$ cat src/rtl/xm23_pic_pkg.sv
// Shared types and constants for the XM23 priority interrupt controller.
package xm23_pic_pkg;

  localparam int unsigned PIC_NUM_DEV = 4;
  localparam int unsigned PIC_PRI_W   = 3;

  localparam int unsigned PIC_KB    = 0;
  localparam int unsigned PIC_SCR   = 1;
  localparam int unsigned PIC_TMR   = 2;
  localparam int unsigned PIC_SPARE = 3;

  typedef enum logic [1:0] {
    IDLE    = 2'd0,
    PRESENT = 2'd1,
    HOLD    = 2'd2
  } pic_state_t;

endpackage

$ cat src/rtl/xm23_pic_prio_sel.sv
// Combinational arbiter: highest priority among eligible devices, lowest index on ties.
module xm23_pic_prio_sel
  import xm23_pic_pkg::*;
#(
  parameter int unsigned NUM_DEV = PIC_NUM_DEV,
  parameter int unsigned IDX_W   = 2
) (
  input  logic [NUM_DEV-1:0]                elig,
  input  logic [NUM_DEV-1:0][PIC_PRI_W-1:0] pri,
  output logic [IDX_W-1:0]                  win_idx_c,
  output logic                              win_vld_c
);

  logic [PIC_PRI_W-1:0] best_pri;

  // Strictly-greater compare while scanning upward keeps the lowest index on ties.
  always_comb begin
    win_idx_c = '0;
    win_vld_c = 1'b0;
    best_pri  = '0;
    for (int i = 0; i < int'(NUM_DEV); i++) begin
      if (elig[i] && (!win_vld_c || (pri[i] > best_pri))) begin
        win_idx_c = IDX_W'(i);
        win_vld_c = 1'b1;
        best_pri  = pri[i];
      end
    end
  end

endmodule

$ cat src/rtl/xm23_pic.sv
// XM23 priority interrupt controller: edge capture, priority masking, vector handshake.
// Optional overflow flags (ovf_o) are built when XM23_PIC_OVF_EN is defined.
module xm23_pic
  import xm23_pic_pkg::*;
#(
  parameter int unsigned NUM_DEV   = PIC_NUM_DEV,
  parameter int unsigned VECT_BASE = 8
) (
  input  logic                 Clock,
  input  logic                 Reset_n,
  input  logic [NUM_DEV-1:0]   dev_irq,
  input  logic [PIC_PRI_W-1:0] cur_pri,
  input  logic                 cfg_we,
  input  logic [1:0]           cfg_dev,
  input  logic [PIC_PRI_W-1:0] cfg_pri,
  input  logic                 cfg_ie,
  input  logic                 irq_ack,
  output logic                 irq_req,
  output logic [3:0]           irq_vect,
  output logic [PIC_PRI_W-1:0] irq_pri,
  output logic [NUM_DEV-1:0]   pend_o
`ifdef XM23_PIC_OVF_EN
  ,
  output logic [NUM_DEV-1:0]   ovf_o
`endif
);

  localparam int unsigned IDX_W  = (NUM_DEV > 1) ? $clog2(NUM_DEV) : 1;
  localparam int unsigned VECT_W = 4;

  pic_state_t                      state_q, state_d;
  logic [NUM_DEV-1:0]              irq_prev_q, irq_prev_d;
  logic [NUM_DEV-1:0]              pend_q, pend_d;
  logic [NUM_DEV-1:0]              ie_q, ie_d;
  logic [NUM_DEV-1:0][PIC_PRI_W-1:0] pri_q, pri_d;
  logic [IDX_W-1:0]                sel_q, sel_d;
  logic                            irq_req_q, irq_req_d;
  logic [VECT_W-1:0]               irq_vect_q, irq_vect_d;
  logic [PIC_PRI_W-1:0]            irq_pri_q, irq_pri_d;
`ifdef XM23_PIC_OVF_EN
  logic [NUM_DEV-1:0]              ovf_q, ovf_d;
`endif

  logic [NUM_DEV-1:0] set_c, elig_c, ack_clr_c;
  logic [IDX_W-1:0]   win_idx_c;
  logic               win_vld_c;

  // Accepted rising edges and per-device eligibility against the CPU priority.
  always_comb begin
    set_c  = dev_irq & ~irq_prev_q & ie_q;
    elig_c = '0;
    for (int i = 0; i < int'(NUM_DEV); i++) begin
      elig_c[i] = pend_q[i] & ie_q[i] & (pri_q[i] > cur_pri);
    end
  end

  xm23_pic_prio_sel #(
    .NUM_DEV (NUM_DEV),
    .IDX_W   (IDX_W)
  ) u_prio_sel (
    .elig      (elig_c),
    .pri       (pri_q),
    .win_idx_c (win_idx_c),
    .win_vld_c (win_vld_c)
  );

  always_comb begin
    state_d    = state_q;
    irq_prev_d = dev_irq;
    ie_d       = ie_q;
    pri_d      = pri_q;
    sel_d      = sel_q;
    irq_req_d  = irq_req_q;
    irq_vect_d = irq_vect_q;
    irq_pri_d  = irq_pri_q;
    ack_clr_c  = '0;

    case (state_q)
      IDLE: begin
        if (win_vld_c) begin
          sel_d      = win_idx_c;
          irq_vect_d = VECT_W'(VECT_BASE) + VECT_W'(win_idx_c);
          irq_pri_d  = pri_q[win_idx_c];
          irq_req_d  = 1'b1;
          state_d    = PRESENT;
        end
      end
      PRESENT: begin
        if (irq_ack) begin
          ack_clr_c[sel_q] = 1'b1;
          irq_req_d        = 1'b0;
          state_d          = HOLD;
        end else if (!ie_q[sel_q] || (cur_pri >= irq_pri_q)) begin
          irq_req_d = 1'b0;
          state_d   = HOLD;
        end
      end
      HOLD:    state_d = IDLE;
      default: state_d = IDLE;
    endcase

    // A new edge in the acknowledge cycle re-arms the request.
    pend_d = (pend_q & ~ack_clr_c) | set_c;
`ifdef XM23_PIC_OVF_EN
    ovf_d = (ovf_q | (set_c & pend_q & ~ack_clr_c)) & ~ack_clr_c;
`endif

    if (cfg_we) begin
      pri_d[cfg_dev] = cfg_pri;
      ie_d[cfg_dev]  = cfg_ie;
      if (!cfg_ie) begin
        pend_d[cfg_dev] = 1'b0;
      end
`ifdef XM23_PIC_OVF_EN
      ovf_d[cfg_dev] = 1'b0;
`endif
    end
  end

  always_ff @(posedge Clock or negedge Reset_n) begin
    if (!Reset_n) begin
      state_q    <= IDLE;
      irq_prev_q <= '0;
      pend_q     <= '0;
      ie_q       <= '0;
      pri_q      <= '0;
      sel_q      <= '0;
      irq_req_q  <= 1'b0;
      irq_vect_q <= '0;
      irq_pri_q  <= '0;
`ifdef XM23_PIC_OVF_EN
      ovf_q      <= '0;
`endif
    end else begin
      state_q    <= state_d;
      irq_prev_q <= irq_prev_d;
      pend_q     <= pend_d;
      ie_q       <= ie_d;
      pri_q      <= pri_d;
      sel_q      <= sel_d;
      irq_req_q  <= irq_req_d;
      irq_vect_q <= irq_vect_d;
      irq_pri_q  <= irq_pri_d;
`ifdef XM23_PIC_OVF_EN
      ovf_q      <= ovf_d;
`endif
    end
  end

  assign irq_req  = irq_req_q;
  assign irq_vect = irq_vect_q;
  assign irq_pri  = irq_pri_q;
  assign pend_o   = pend_q;
`ifdef XM23_PIC_OVF_EN
  assign ovf_o    = ovf_q;
`endif

endmodule

$ cat config.mk
export PLATFORM = sky130hd
export DESIGN_NAME = xm23_pic
export DESIGN_NICKNAME = d
export VERILOG_FILES = /design/src/rtl/xm23_pic_pkg.sv /design/src/rtl/xm23_pic_prio_sel.sv /design/src/rtl/xm23_pic.sv
export SDC_FILE = /design/constraint.sdc
export NUM_CORES = 1
export LEC_CHECK = 0
export CAP_MARGIN = 15
export CORE_ASPECT_RATIO = 0.6
export CORE_MARGIN = 8
export CORE_UTILIZATION = 54
export CTS_CLUSTER_SIZE = 30
export DETAILED_ROUTE_END_ITERATION = 10
export PLACE_DENSITY = 0.79
export SLEW_MARGIN = 0
export SYNTH_ARGS = -nofsm -noshare
export SYNTH_HDL_FRONTEND = slang
export SYNTH_HIERARCHICAL = 1
export SYNTH_SLANG_ARGS = --single-unit
$ cat constraint.sdc
create_clock -name Clock -period 6.1 [get_ports Clock]
set_input_delay 1.83 -clock Clock [delete_from_list [all_inputs] [get_ports Clock]]
set_output_delay 1.83 -clock Clock [all_outputs]
set_load 0.02 [all_outputs]
# Yosys cells after proc, flatten, opt, wreduce, memory -nomap -nowiden
# Index checks and enable logic that the tools add are counted.
# classes
addsub	1
n_lt_le_gt_ge	13
eq_ne	3
n_mux	34
n_bitwise	16
n_reduce_logical	18
# ops
operator	n
greater-than comparator 3 bit	7
AND 4 bit	4
two-way mux 4 bit	4
two-way mux 3 bit	5
bitwise mux 12 bit	1
inverter 4 bit	3
two-way mux 1 bit	11
two-way mux 2 bit	5
< comparator 2 x 3 -> 1 bit, second input constant	3
AND 1 bit	8
binary-select mux 3 bit (select 2 bit)	1
demux 3 bit (select 2 bit)	1
logical AND 1 bit	5
adder 4 x 2 -> 4 bit, first input constant	1
bitwise mux 4 bit	1
demux 1 bit (select 2 bit)	2
greater-or-equal comparator 2 x 1 -> 1 bit, second input constant	2
logical NOT 1 bit	4
logical OR 1 bit	4
OR 4 bit	1
case mux 2 bit (2 select lines)	1
AND reduction 2 bit	2
greater-or-equal comparator 3 bit	1
!= test 3 bit, second input constant	1
7 further kinds	7
# totals
ff_bits	36
output_inout_bits	12
elab_cells	97

# Logic depth before layout (Yosys ltp)
# Gate-level depths: netlist of the first run.
# logic_depth
word_depth	17
depth_mapped	26
depth_no_buf	25

# By module
# Netlist of the first run, hierarchy kept.
# modules_own_cells
module	instances	cells_each	area_each_um2	seq_area_each_um2
xm23_pic	1	150	1735.4	825.8
xm23_pic_prio_sel	1	46	342.8	0.0

# Least setup slack after synthesis of the first run
# Ideal clock, no wire load.
# synth_path
path_kind	input-to-reg
startpoint	input port cur_pri[1]
endpoint	register irq_pri_q[0], in the netlist irq_pri[0]
setup_time_ns	0.125
arrival_time_ns	6.609
required_ns	5.975
slack_ns	-0.634
path_stages	25
n_path_buf	1
path_cell_list	inv_1 > ha_1 > nor2b_1 > o21ai_0 > a21oi_1 > buf_2 > and2_0 > ha_1 > and3b_1 > o21ai_1 > or2_1 > a32oi_1 > ha_1 > nor2b_1 > o21a_1 > o311a_1 > mux2_1 > ha_1 > nor2b_1 > o21ai_0 > a32oi_1 > o21ai_0 > o21ai_0 > mux4_1 > mux2_2
# synth_via
elab_chain_len	17
word_cells_on_any_way	33
cone_classes	7 x order compare; 12 x mux; 4 x bitwise; 10 x reduce/logical
# synth_rtl
element	line_no	rtl
start: declaration	xm23_pic.sv:12	input logic [PIC_PRI_W-1:0] cur_pri,
greater-than comparator 3 bit *	xm23_pic.sv:53	elig_c[i] = pend_q[i] & ie_q[i] & (pri_q[i] > cur_pri);
AND 1 bit *	xm23_pic.sv:53	
net elig_c[0]	xm23_pic.sv:44	logic [NUM_DEV-1:0] set_c, elig_c, ack_clr_c;
two-way mux 3 bit / two-way mux 1 bit (equally long branches)	xm23_pic_prio_sel.sv:22	if (elig[i] && (!win_vld_c || (pri[i] > best_pri))) begin
greater-than comparator 3 bit / logical NOT 1 bit (equally long branches)	xm23_pic_prio_sel.sv:22	
logical OR 1 bit	xm23_pic_prio_sel.sv:22	
logical AND 1 bit	xm23_pic_prio_sel.sv:22	
two-way mux 3 bit / two-way mux 1 bit (equally long branches)	xm23_pic_prio_sel.sv:22	
[3 not listed]	n/a	
two-way mux 3 bit / two-way mux 1 bit (equally long branches)	xm23_pic_prio_sel.sv:22	
greater-than comparator 3 bit / logical NOT 1 bit (equally long branches)	xm23_pic_prio_sel.sv:22	
logical OR 1 bit	xm23_pic_prio_sel.sv:22	
logical AND 1 bit	xm23_pic_prio_sel.sv:22	
two-way mux 2 bit *	xm23_pic_prio_sel.sv:22	
net win_idx_c[0]	xm23_pic.sv:45	logic [IDX_W-1:0] win_idx_c;
binary-select mux 3 bit (select 2 bit) *	xm23_pic.sv:83	irq_pri_d = pri_q[win_idx_c];
two-way mux 3 bit (not written as such) *	xm23_pic.sv:83	
end signal: assignment	xm23_pic.sv:143	irq_pri_q <= irq_pri_d;
end: declaration	xm23_pic.sv:39	logic [PIC_PRI_W-1:0] irq_pri_q, irq_pri_d;
# The timed path passes the listed nets; every way through them passes the cells marked *. The select of a mux whose other input is x is not followed.
# A chain may end at the register's enable or synchronous reset.

# Final worst setup path of the first run
# Same ends and word-level chain as after synthesis.

==> flow_metrics.tcl, run 1 <==
set metrics [dict create \
    yosys.cell_count.top_type "sky130_fd_sc_hd__dfrtp_1" \
    clock-root-buffer "sky130_fd_sc_hd__clkbuf_8" \
    synth_edf_count 0 \
    wl_per_cell_um 19.2 \
    drt-initial-drc-count 145 \
    worstMarginPinSlew_ns 0.748 \
    hold_violations 0 \
    leakage_nw 1.30 \
    clock-sinks 33 \
    postLayoutSetupSlackWorst_ns -0.438 \
    clock_latency_ns 0.28 \
    worst_hold_startpoint "irq_vect[3]" \
    area_growth_syn_to_layout_pct 38.4 \
    instances_no_fill 297 \
    dominant_synthesized_flop_cell "sky130_fd_sc_hd__dfrtp_1" \
    pwr-share-comb_pct 44.7 \
    drv.max_cap_violation_count 0 \
    run_status "finished, violations left" \
    slew_viol_final 0 \
    die_width_um 96.1 \
    final_antenna_diode_count 0 \
    worst-path-max-fanout 5 \
    p_per_area_mw_per_mm2 353 \
    fill_cells 220 \
    detailedRoute.firstPassIterationCount 4 \
    setup.worst_path.end_class "flop" \
    pwr-share-clk_pct 21.2 \
    power.share.sequential_pct 34.1 \
    synthDistinctLibCells 40 \
    netlist.area_leader.share_pct 39.7 \
    worstSetupPathType "input port to flop" \
    finalWorstPathRequiredPeriod_ns 6.54 \
    first_global_vias 1823 \
    power_switching_mw 0.370 \
    globalRouteOverflowTotal 0 \
    worst_ep_arrival_time_ns 6.71 \
    worst_clock_skew_ns 0.00681 \
    hpwlAfterDp_um 4360 \
    mapped_nets 237 \
    maximum_number_of_pins_on_one_net_before_global_route_repair 34 \
    routed_via_density 5.91 \
    setup_total_negative_slack_ns -1.17 \
    grt_pass1_wl_um 9400 \
    yosys.area.top_type "sky130_fd_sc_hd__dfrtp_1" \
    synth_top_cells_by_area "sky130_fd_sc_hd__dfrtp_1, sky130_fd_sc_hd__ha_1, sky130_fd_sc_hd__mux2_2" \
    synth.yosys.seq_area_share_pct 39.7 \
    syn-cell-area_mm2 0.00208 \
    place_area_mm2 0.00255 \
    io_pins 29 \
    core-area_mm2 0.00368 \
    cp-start-kind "input port" \
    irDropWorstVdd_mv 0.220 \
    yosys_warnings 6 \
    post-layout-total-power_mw 1.02 \
    detail-route-antenna-nets 0 \
    yosys_register_bits 33 \
    setup_viol 3 \
    cts_buffer_depth 2 \
    via_count 1756 \
    regToRegStartpoint "pri_q[1]" \
    fraction_of_registers_with_async_set_or_reset_after_synthesis_pct 100 \
    switching_share_pct 36.5 \
    failing_checks "setup timing" \
    finalInstanceArea_mm2 0.00288 \
    chipHeight_um 64.1 \
    synth_commonest_cells "sky130_fd_sc_hd__dfrtp_1, sky130_fd_sc_hd__ha_1, sky130_fd_sc_hd__inv_1" \
    port_buffers 27 \
    num_rows 17 \
    worst_path_largest_cell_delay_ns 0.53 \
    cts_bufs_inserted 5 \
    number_of_antenna_violations_at_the_first_check_in_global_routing 0 \
    clock_tree_from_tritoncts "done" \
    power.internal_mw 0.645 \
    design.final.nets 290 \
    dp_cells 281 \
    setup.worst_path.start "cur_pri[1]" \
    floorplan.die_area_mm2 0.00616 \
    critical-path-slowest-cell "sky130_fd_sc_hd__mux4_2" \
    avgSynthCellArea_um2 10.6 \
    grt_util_overall_pct 19.7 \
    rsz0062_at_grt "true" \
    detail_route.wirelength_um 5720 \
    fmaxAchievable_ghz 0.153 \
    hold_path.class "flop to flop" \
    final.period_utilization_pct 107 \
    globalplace.congestion 0.990 \
    cts-htree-levels 2 \
    post_route_cells_drive_above_1_share_pct 33.2 \
    hold_buffers 0 \
    clk_transition_reported_paths_ns 0.07 \
    timing.slew.headroom_pct 49.9 \
    critical_path_required_ns 6.27 \
    initial_utilization_pct 56.5 \
    syn-instance-count 196 \
    remaining_drcs 0 \
]
[per-stage QoR]
| stage | hold WS (ns) | util (%) | setup WS, ns |
|---|---|---|---|
| after floorplan | 0.475 | - | -0.428 |
| final | 0.495 | 78.2 | -0.438 |
| after global placement | 0.452 | 69.3 | -1.19 |
| after detailed placement | 0.464 | 69.3 | -1.41 |
| after global routing | 0.513 | 78.2 | -0.568 |
| after CTS | 0.502 | 75.7 | -0.382 |
[final timing paths]
kind / to / slack [ns] / depth (start not counted)
setup reg to reg: irq_pri[0] / 0.64 / 24
setup / recovery: irq_pri[0] / -0.44 / 26
min in group asynchronous: irq_vect[3] / 1.94 / 2
hold reg to reg: irq_vect[3] / 0.50 / 1
hold / removal: irq_vect[3] / 0.50 / 1
max in group asynchronous: pri_q[1] / 3.86 / 2
[power by group through the flow]
stage	clock (mW)	combinational (mW)	sequential [mW]
detailed placement	0	0.398	0.343
CTS	0.217	0.420	0.343
global route	0.229	0.493	0.353
finish	0.215	0.454	0.347
floorplan	0	0.216	0.355
global placement	0	0.377	0.341
[routing by layer]
layer	up-vias	share of wire, %	GRT usage [%]	routed length, um
li1	809	-	-	-
met1	862	44	27.7	2530
met4	0	1.3	6.48	74
met2	76	46	29.0	2610
met3	9	8.8	4.55	504
met5	-	0	0	0
[cells by family (layout without fill, tap and decap cells)]
group / after synthesis / count (layout) / synth area share, %
and+or+nand+nor: 50 / 50 / 14.1
AOI/OAI and AO/OA: 41 / 41 / 12.5
DFF: 33 / 33 / 39.7
buffers and inverters: 26 / 80 / 4.94
adders and majority gates: 24 / 24 / 14.4
muxes: 21 / 21 / 14.1
other: 1 / 1 / 0.180
[area by class of cell]
type / count / area (um2) / share of cell area, %
multi-input cells: 137 / 1330 / 46.2
well taps: 47 / 58.8 / 2.04
clock buffers: 6 / 82.6 / 2.87
flip-flops and latches: 33 / 826 / 28.7
inverters: 24 / 103 / 3.57
repair buffers: 48 / 442 / 15.4
clock inverters: 2 / 37.5 / 1.30
[sequential cells by signal (all words and copies together), names as in the netlist]
| signal | flops |
|---|---|
| pri_q | 12 |
| sel_q | 1 |
| irq_prev_q | 4 |
| irq_pri | 3 |
| irq_req | 1 |
| ie_q | 4 |
| pend_o | 4 |
| state_q | 2 |
| irq_vect | 2 |
[cells in the final DEF (no fill, tap or decap), types with 3 or more instances in the layout]
cell type and n:
sky130_fd_sc_hd__inv_1 22, sky130_fd_sc_hd__nand3b_1 4, sky130_fd_sc_hd__o21ai_0 9, sky130_fd_sc_hd__o21ai_2 4, sky130_fd_sc_hd__mux4_2 4, sky130_fd_sc_hd__mux2_2 14, sky130_fd_sc_hd__clkdlybuf4s50_1 24, sky130_fd_sc_hd__a21oi_1 7
sky130_fd_sc_hd__dfrtp_1 33, sky130_fd_sc_hd__clkbuf_8 6, sky130_fd_sc_hd__nand3_1 8, sky130_fd_sc_hd__buf_4 19, sky130_fd_sc_hd__nor2_1 4, sky130_fd_sc_hd__nand2_1 7, sky130_fd_sc_hd__o21ai_1 3, sky130_fd_sc_hd__buf_6 3
sky130_fd_sc_hd__ha_4 6, sky130_fd_sc_hd__ha_1 17, sky130_fd_sc_hd__nor2b_1 6
[critical path: cells and delay by family]
| kind | cells | cell delay, ns |
|---|---|---|
| and+or+nand+nor | 6 | 0.89 |
| AOI/OAI and AO/OA | 10 | 1.52 |
| adders and majority gates | 4 | 1.08 |
| muxes | 3 | 1.11 |
| buffers and inverters | 3 | 0.26 |
[timing repair]
item | 4_1_cts | 5_1_grt
endpoints found under the setup margin | 5 | 5
pin swaps | 18 | 10
resized for setup | 30 | 20
buffers inserted | 5 | 3
Power figures use the tool's default switching activity.
==> run 2: changes to the inputs <==
--- a/config.mk
+++ b/config.mk
@@ -7,7 +7,6 @@
 export LEC_CHECK = 0
 export CAP_MARGIN = 15
 export CORE_ASPECT_RATIO = 0.6
-export CORE_MARGIN = 8
 export CORE_UTILIZATION = 54
 export CTS_CLUSTER_SIZE = 30
 export DETAILED_ROUTE_END_ITERATION = 10
==> flow_metrics.tcl, run 2 (synthesis gave the netlist of run 1 again) <==
set metrics [dict create \
    endpoint_of_the_most_critical_setup_path "irq_pri[0]" \
    design.final.nets 296 \
    use_met3_pct 10.6 \
    worstSetupPathType "input port to flop" \
    p_per_area_mw_per_mm2 362 \
    layout_common_cells "sky130_fd_sc_hd__dfrtp_1, sky130_fd_sc_hd__clkdlybuf4s50_1, sky130_fd_sc_hd__buf_4" \
    fmaxAchievable_ghz 0.151 \
    via_count 1843 \
    worst_ep_arrival_time_ns 6.82 \
    detail_route.wirelength_um 6230 \
    irDropWorstVdd_mv 0.244 \
    drt-initial-drc-count 181 \
    hold_path.class "flop to flop" \
    clock_tree_from_tritoncts "done" \
    globalplace.congestion 0.911 \
    clock_latency_ns 0.29 \
    post_route_cells_drive_above_1_share_pct 37.1 \
    cts_bufs_inserted 5 \
    globalRouteOverflowTotal 0 \
    setup_total_negative_slack_ns -2.18 \
    largest_register_ff_count 12 \
    grt_util_met1_pct 46.3 \
    dp_cells 282 \
    clock-root-buffer "sky130_fd_sc_hd__clkbuf_8" \
    instances_no_fill 303 \
    clock-sinks 33 \
    run_status "finished, violations left" \
    fill_cells 207 \
    first_global_vias 1855 \
    cell_count_of_the_worst_reg_to_reg_path 25 \
    area_growth_syn_to_layout_pct 43.3 \
    post-layout-total-power_mw 1.08 \
    setup_viol 5 \
    hold_violations 0 \
    met2_use_gr_pct 46.6 \
    worst-path-max-fanout 4 \
    leakage_nw 1.34 \
    drv.max_cap_violation_count 0 \
    r2r_setup_slack_ns 0.53 \
    timing.slew.headroom_pct 40.6 \
    final_common_cell "sky130_fd_sc_hd__dfrtp_1" \
    regToRegStartpoint "pri_q[1]" \
    core-area_mm2 0.00368 \
    port_buffers 27 \
    hpwlAfterDp_um 4080 \
    top_register "pri_q" \
    detailedRoute.firstPassIterationCount 4 \
    multi_input_comb_area_mm2 0.00138 \
    num_rows 17 \
    initial_utilization_pct 56.5 \
    globalRoute.busiestLayer "met2" \
    clk_transition_reported_paths_ns 0.07 \
    remaining_drcs 0 \
    number_of_antenna_violations_at_the_first_check_in_global_routing 0 \
    routed_via_density 6.08 \
    cts-htree-levels 2 \
    failing_checks "setup timing" \
    rsz0062_at_grt "true" \
    final_antenna_diode_count 0 \
    grt_pass1_wl_um 9540 \
    cts_buffer_depth 2 \
    finalWorstPathRequiredPeriod_ns 6.64 \
    grt_util_overall_pct 33.3 \
    floorplan.die_area_mm2 0.00411 \
    hold_buffers 0 \
    die_width_um 82.1 \
    wl_per_cell_um 20.6 \
    worst_clock_skew_ns 0.00446 \
    detail-route-antenna-nets 0 \
    crit-reg2reg-capture "irq_pri[0]" \
    final.period_utilization_pct 109 \
    maximum_number_of_pins_on_one_net_before_global_route_repair 34 \
    io_pins 29 \
    area.sequential_um2 826 \
    setup.worst_path.end_class "flop" \
    critical_path_required_ns 6.28 \
    cp-start-kind "input port" \
    slew_viol_final 0 \
    setup.worst_path.start "cur_pri[1]" \
    worstMarginPinSlew_ns 0.888 \
    postLayoutSetupSlackWorst_ns -0.541 \
    chipHeight_um 50.1 \
]
==> run 2: what timing repair did <==
| action | CTS | global route |
|---|---|---|
| resized for setup | 37 | 20 |
| endpoints found under the setup margin | 5 | 5 |
| buffers inserted | 10 | 5 |
| pin swaps | 19 | 16 |
==> run 2: layout make-up <==
cell class              count  area share (%)
clock buffers               6            2.77
clock inverters             2            1.26
inverters                  24            3.45
multi-input cells         137            46.2
flip-flops and latches     33            27.7
well taps                  47            1.97
repair buffers             54            16.6
==> run 2: worst min path at each step <==
stage                  startpoint          end  slack, ns  cells after the start
floorplan           irq_prev_q[1]    pend_o[1]       0.47                      2
global placement      irq_vect[3]  irq_vect[3]       0.45                      1
detailed placement    irq_vect[3]  irq_vect[3]       0.46                      1
CTS                   irq_vect[3]  irq_vect[3]       0.50                      1
global route          irq_vect[3]  irq_vect[3]       0.51                      1
finish                irq_vect[3]  irq_vect[3]       0.49                      1
==> run 2: report_power, final <==
part           internal (mW)  leakage [nW]  switching (mW)
Clock                  0.133        0.0574          0.0866
Combinational          0.269         0.883           0.242
Sequential             0.273         0.395          0.0760
==> run 2: worst max-delay path: stages <==
cell,delay (ns)
sky130_fd_sc_hd__buf_12,0.09
sky130_fd_sc_hd__inv_12,0.03
sky130_fd_sc_hd__ha_4,0.25
sky130_fd_sc_hd__nor2b_4,0.13
sky130_fd_sc_hd__o21ai_2,0.07
sky130_fd_sc_hd__a21oi_2,0.16
sky130_fd_sc_hd__buf_6,0.14
sky130_fd_sc_hd__nand2_4,0.06
sky130_fd_sc_hd__ha_4,0.29
sky130_fd_sc_hd__and3b_1,0.17
sky130_fd_sc_hd__o21ai_2,0.07
sky130_fd_sc_hd__a21oi_1,0.29
sky130_fd_sc_hd__buf_4,0.20
sky130_fd_sc_hd__a22o_1,0.18
sky130_fd_sc_hd__ha_1,0.16
sky130_fd_sc_hd__nor2b_1,0.04
sky130_fd_sc_hd__o21a_1,0.19
sky130_fd_sc_hd__o311a_4,0.41
sky130_fd_sc_hd__mux2_4,0.33
sky130_fd_sc_hd__ha_4,0.27
sky130_fd_sc_hd__nor2b_4,0.14
sky130_fd_sc_hd__o21ai_2,0.07
sky130_fd_sc_hd__a32oi_2,0.17
sky130_fd_sc_hd__o21ai_2,0.13
sky130_fd_sc_hd__o21ai_4,0.14
sky130_fd_sc_hd__mux4_2,0.54
sky130_fd_sc_hd__mux2_4,0.27
==> run 2: stage by stage <==
stage | hold slack (ns) | worst slack, ns | area (um2) | util, %
floorplan | 0.475 | -0.428 | 2140 | -
global placement | 0.453 | -1.20 | 2560 | 69.5
detailed placement | 0.463 | -1.42 | 2560 | 69.5
CTS | 0.497 | -0.317 | 2850 | 77.4
global route | 0.506 | -0.665 | 2980 | 80.9
finish | 0.493 | -0.541 | 2980 | 80.9
==> run 2: per-layer routing <==
| layer | vias up | share of wire (%) |
|---|---|---|
| li1 | 819 | - |
| met5 | - | 0 |
| met1 | 887 | 43 |
| met3 | 31 | 10 |
| met4 | 0 | 4.0 |
| met2 | 106 | 42 |
==> run 3: changes to the inputs <==
--- a/config.mk
+++ b/config.mk
@@ -10,6 +10,7 @@
 export CORE_UTILIZATION = 54
 export CTS_CLUSTER_SIZE = 30
 export DETAILED_ROUTE_END_ITERATION = 10
+export GPL_ROUTABILITY_DRIVEN = 0
 export PLACE_DENSITY = 0.79
 export SLEW_MARGIN = 0
 export SYNTH_ARGS = -nofsm -noshare
==> flow_metrics.tcl, run 3 (synthesis gave the netlist of run 1 again) <==
set metrics [dict create \
    core-area_mm2 0.00368 \
    critical_path_required_ns 6.27 \
    hold_buffers 0 \
    run_status "finished, violations left" \
    grt_util_overall_pct 29.9 \
    worst_clock_skew_ns 0.00458 \
    drv.max_cap_violation_count 0 \
    p_per_area_mw_per_mm2 342 \
    chipHeight_um 50.1 \
    clock-root-buffer "sky130_fd_sc_hd__clkbuf_8" \
    timing.slew.headroom_pct 59.6 \
    crit_family "compound AO/OA/AOI/OAI gates" \
    failing_checks "setup timing" \
    worstMarginPinSlew_ns 0.604 \
    initial_utilization_pct 56.5 \
    final_common_cell "sky130_fd_sc_hd__dfrtp_1" \
    setup.worst_path.end_class "flop" \
    crit-reg2reg-capture "irq_pri[0]" \
    critical-path-slowest-cell "sky130_fd_sc_hd__mux4_2" \
    finalWorstPathRequiredPeriod_ns 6.56 \
    worstSetupPathType "input port to flop" \
    cts_bufs_inserted 5 \
    worst_hold_startpoint "irq_vect[3]" \
    detailedRoute.firstPassIterationCount 5 \
    detail-route-antenna-nets 0 \
    top_register "pri_q" \
    worst_path_largest_cell_delay_ns 0.53 \
    fill_cells 225 \
    grt_pass1_wl_um 8690 \
    die_width_um 82.1 \
    post_route_cells_drive_above_1_share_pct 33.2 \
    hpwlAfterDp_um 3960 \
    number_of_buffers_and_inverters_on_the_critical_path 4 \
    remaining_drcs 0 \
    slew_viol_final 0 \
    maximum_number_of_pins_on_one_net_before_global_route_repair 34 \
    timing.hold.worst_endpoint "irq_vect[3]" \
    postLayoutSetupSlackWorst_ns -0.462 \
    final_antenna_diode_count 0 \
    leakage_nw 1.30 \
    worst_ep_arrival_time_ns 6.73 \
    hold_path_depth 1 \
    r2r_setup_slack_ns 0.62 \
    globalRouteOverflowTotal 0 \
    port_buffers 27 \
    hold_path.class "flop to flop" \
    hold_violations 0 \
    cts-htree-levels 2 \
    first_global_vias 1725 \
    final_core_util_pct 77.9 \
    setup_viol 5 \
    layout_common_cells "sky130_fd_sc_hd__dfrtp_1, sky130_fd_sc_hd__clkdlybuf4s50_1, sky130_fd_sc_hd__buf_4" \
    largest_register_ff_count 12 \
    num_rows 17 \
    worst-path-max-fanout 5 \
    clock_latency_ns 0.28 \
    number_of_antenna_violations_at_the_first_check_in_global_routing 0 \
    clock-sinks 33 \
    floorplan.die_area_mm2 0.00411 \
    design.final.nets 294 \
    detail_route.wirelength_um 5510 \
    irDropWorstVdd_mv 0.264 \
    cp-start-kind "input port" \
    pre_cts_slack_ns -1.42 \
    clk_transition_reported_paths_ns 0.07 \
    final.period_utilization_pct 108 \
    routed_via_density 6.05 \
    drt-initial-drc-count 105 \
    clock_tree_from_tritoncts "done" \
    cts_buffer_depth 2 \
    wl_per_cell_um 18.4 \
    io_pins 29 \
    rsz0062_at_grt "true" \
    via_count 1816 \
    regToRegStartpoint "pri_q[2]" \
    worstSetupPathDepth 26 \
    fmaxAchievable_ghz 0.152 \
    post-layout-total-power_mw 0.979 \
    cell_count_of_the_worst_reg_to_reg_path 24 \
    area_growth_syn_to_layout_pct 37.9 \
]
==> run 3: per-stage QoR <==
step	area [um2]	instances	setup TNS, ns	hold WS, ns
CTS	2780	295	-0.976	0.480
finish	2870	300	-1.44	0.481
floorplan	2140	196	-1.16	0.475
global placement	2560	282	-5.12	0.452
global route	2870	300	-2.07	0.495
detailed placement	2560	282	-6.18	0.466
==> run 3: metal layers <==
| layer | GRT usage [%] | routed length, um |
|---|---|---|
| met4 | 13.2 | 189 |
| met2 | 43.5 | 2420 |
| met5 | 0 | 0 |
| met3 | 7.59 | 462 |
| met1 | 41.7 | 2440 |
==> run 3: repair_timing <==
action                                 4_1_cts  5_1_grt
gates resized for setup                     30       11
setup endpoints to repair                    5        5
cloned                                       0        0
buffers inserted                             6        5
endpoints found under the hold margin        0        0
pin swaps                                   20        3
==> run 3: worst reg2reg max path: stages (launching register included) <==
cell and delay (ns):
sky130_fd_sc_hd__dfrtp_1 0.60, sky130_fd_sc_hd__ha_4 0.29, sky130_fd_sc_hd__nand3_2 0.08, sky130_fd_sc_hd__nand3_2 0.09, sky130_fd_sc_hd__a21oi_2 0.14, sky130_fd_sc_hd__buf_6 0.14
sky130_fd_sc_hd__nand2_4 0.06, sky130_fd_sc_hd__ha_4 0.29, sky130_fd_sc_hd__and3b_1 0.18, sky130_fd_sc_hd__o21ai_2 0.08, sky130_fd_sc_hd__or2_1 0.25, sky130_fd_sc_hd__buf_4 0.16
sky130_fd_sc_hd__a32oi_2 0.25, sky130_fd_sc_hd__ha_1 0.29, sky130_fd_sc_hd__o21a_1 0.12, sky130_fd_sc_hd__o311a_4 0.34, sky130_fd_sc_hd__mux2_4 0.32, sky130_fd_sc_hd__ha_4 0.27
sky130_fd_sc_hd__nor2b_4 0.12, sky130_fd_sc_hd__o21ai_1 0.08, sky130_fd_sc_hd__a32oi_1 0.19, sky130_fd_sc_hd__o21ai_2 0.11, sky130_fd_sc_hd__o21ai_4 0.13, sky130_fd_sc_hd__mux4_2 0.53
sky130_fd_sc_hd__mux2_4 0.26
==> run 3: worst max-delay path by stage <==
stage               startpoint          to  slack, ns
floorplan           cur_pri[2]  irq_pri[0]      -0.43
global placement    cur_pri[1]  irq_pri[0]      -1.20
detailed placement  cur_pri[1]  irq_pri[0]      -1.42
CTS                 cur_pri[1]  irq_pri[0]      -0.35
global route        cur_pri[1]  irq_pri[0]      -0.59
finish              cur_pri[1]  irq_pri[0]      -0.46
==> run 3: cell type report <==
class	instances	area (um2)	share of cell area [%]
inverter	24	103	3.58
clock inverter	1	7.51	0.262
multi-input combinational	137	1330	46.3
tap	47	58.8	2.05
timing repair buffer	52	462	16.1
sequential	33	826	28.8
clock buffer	6	82.6	2.88
==> run 3: power by group <==
part           internal, mW  switching [mW]  total (mW)
clock                0.0891          0.0766       0.166
sequential            0.273          0.0724       0.346
combinational         0.249           0.218       0.467
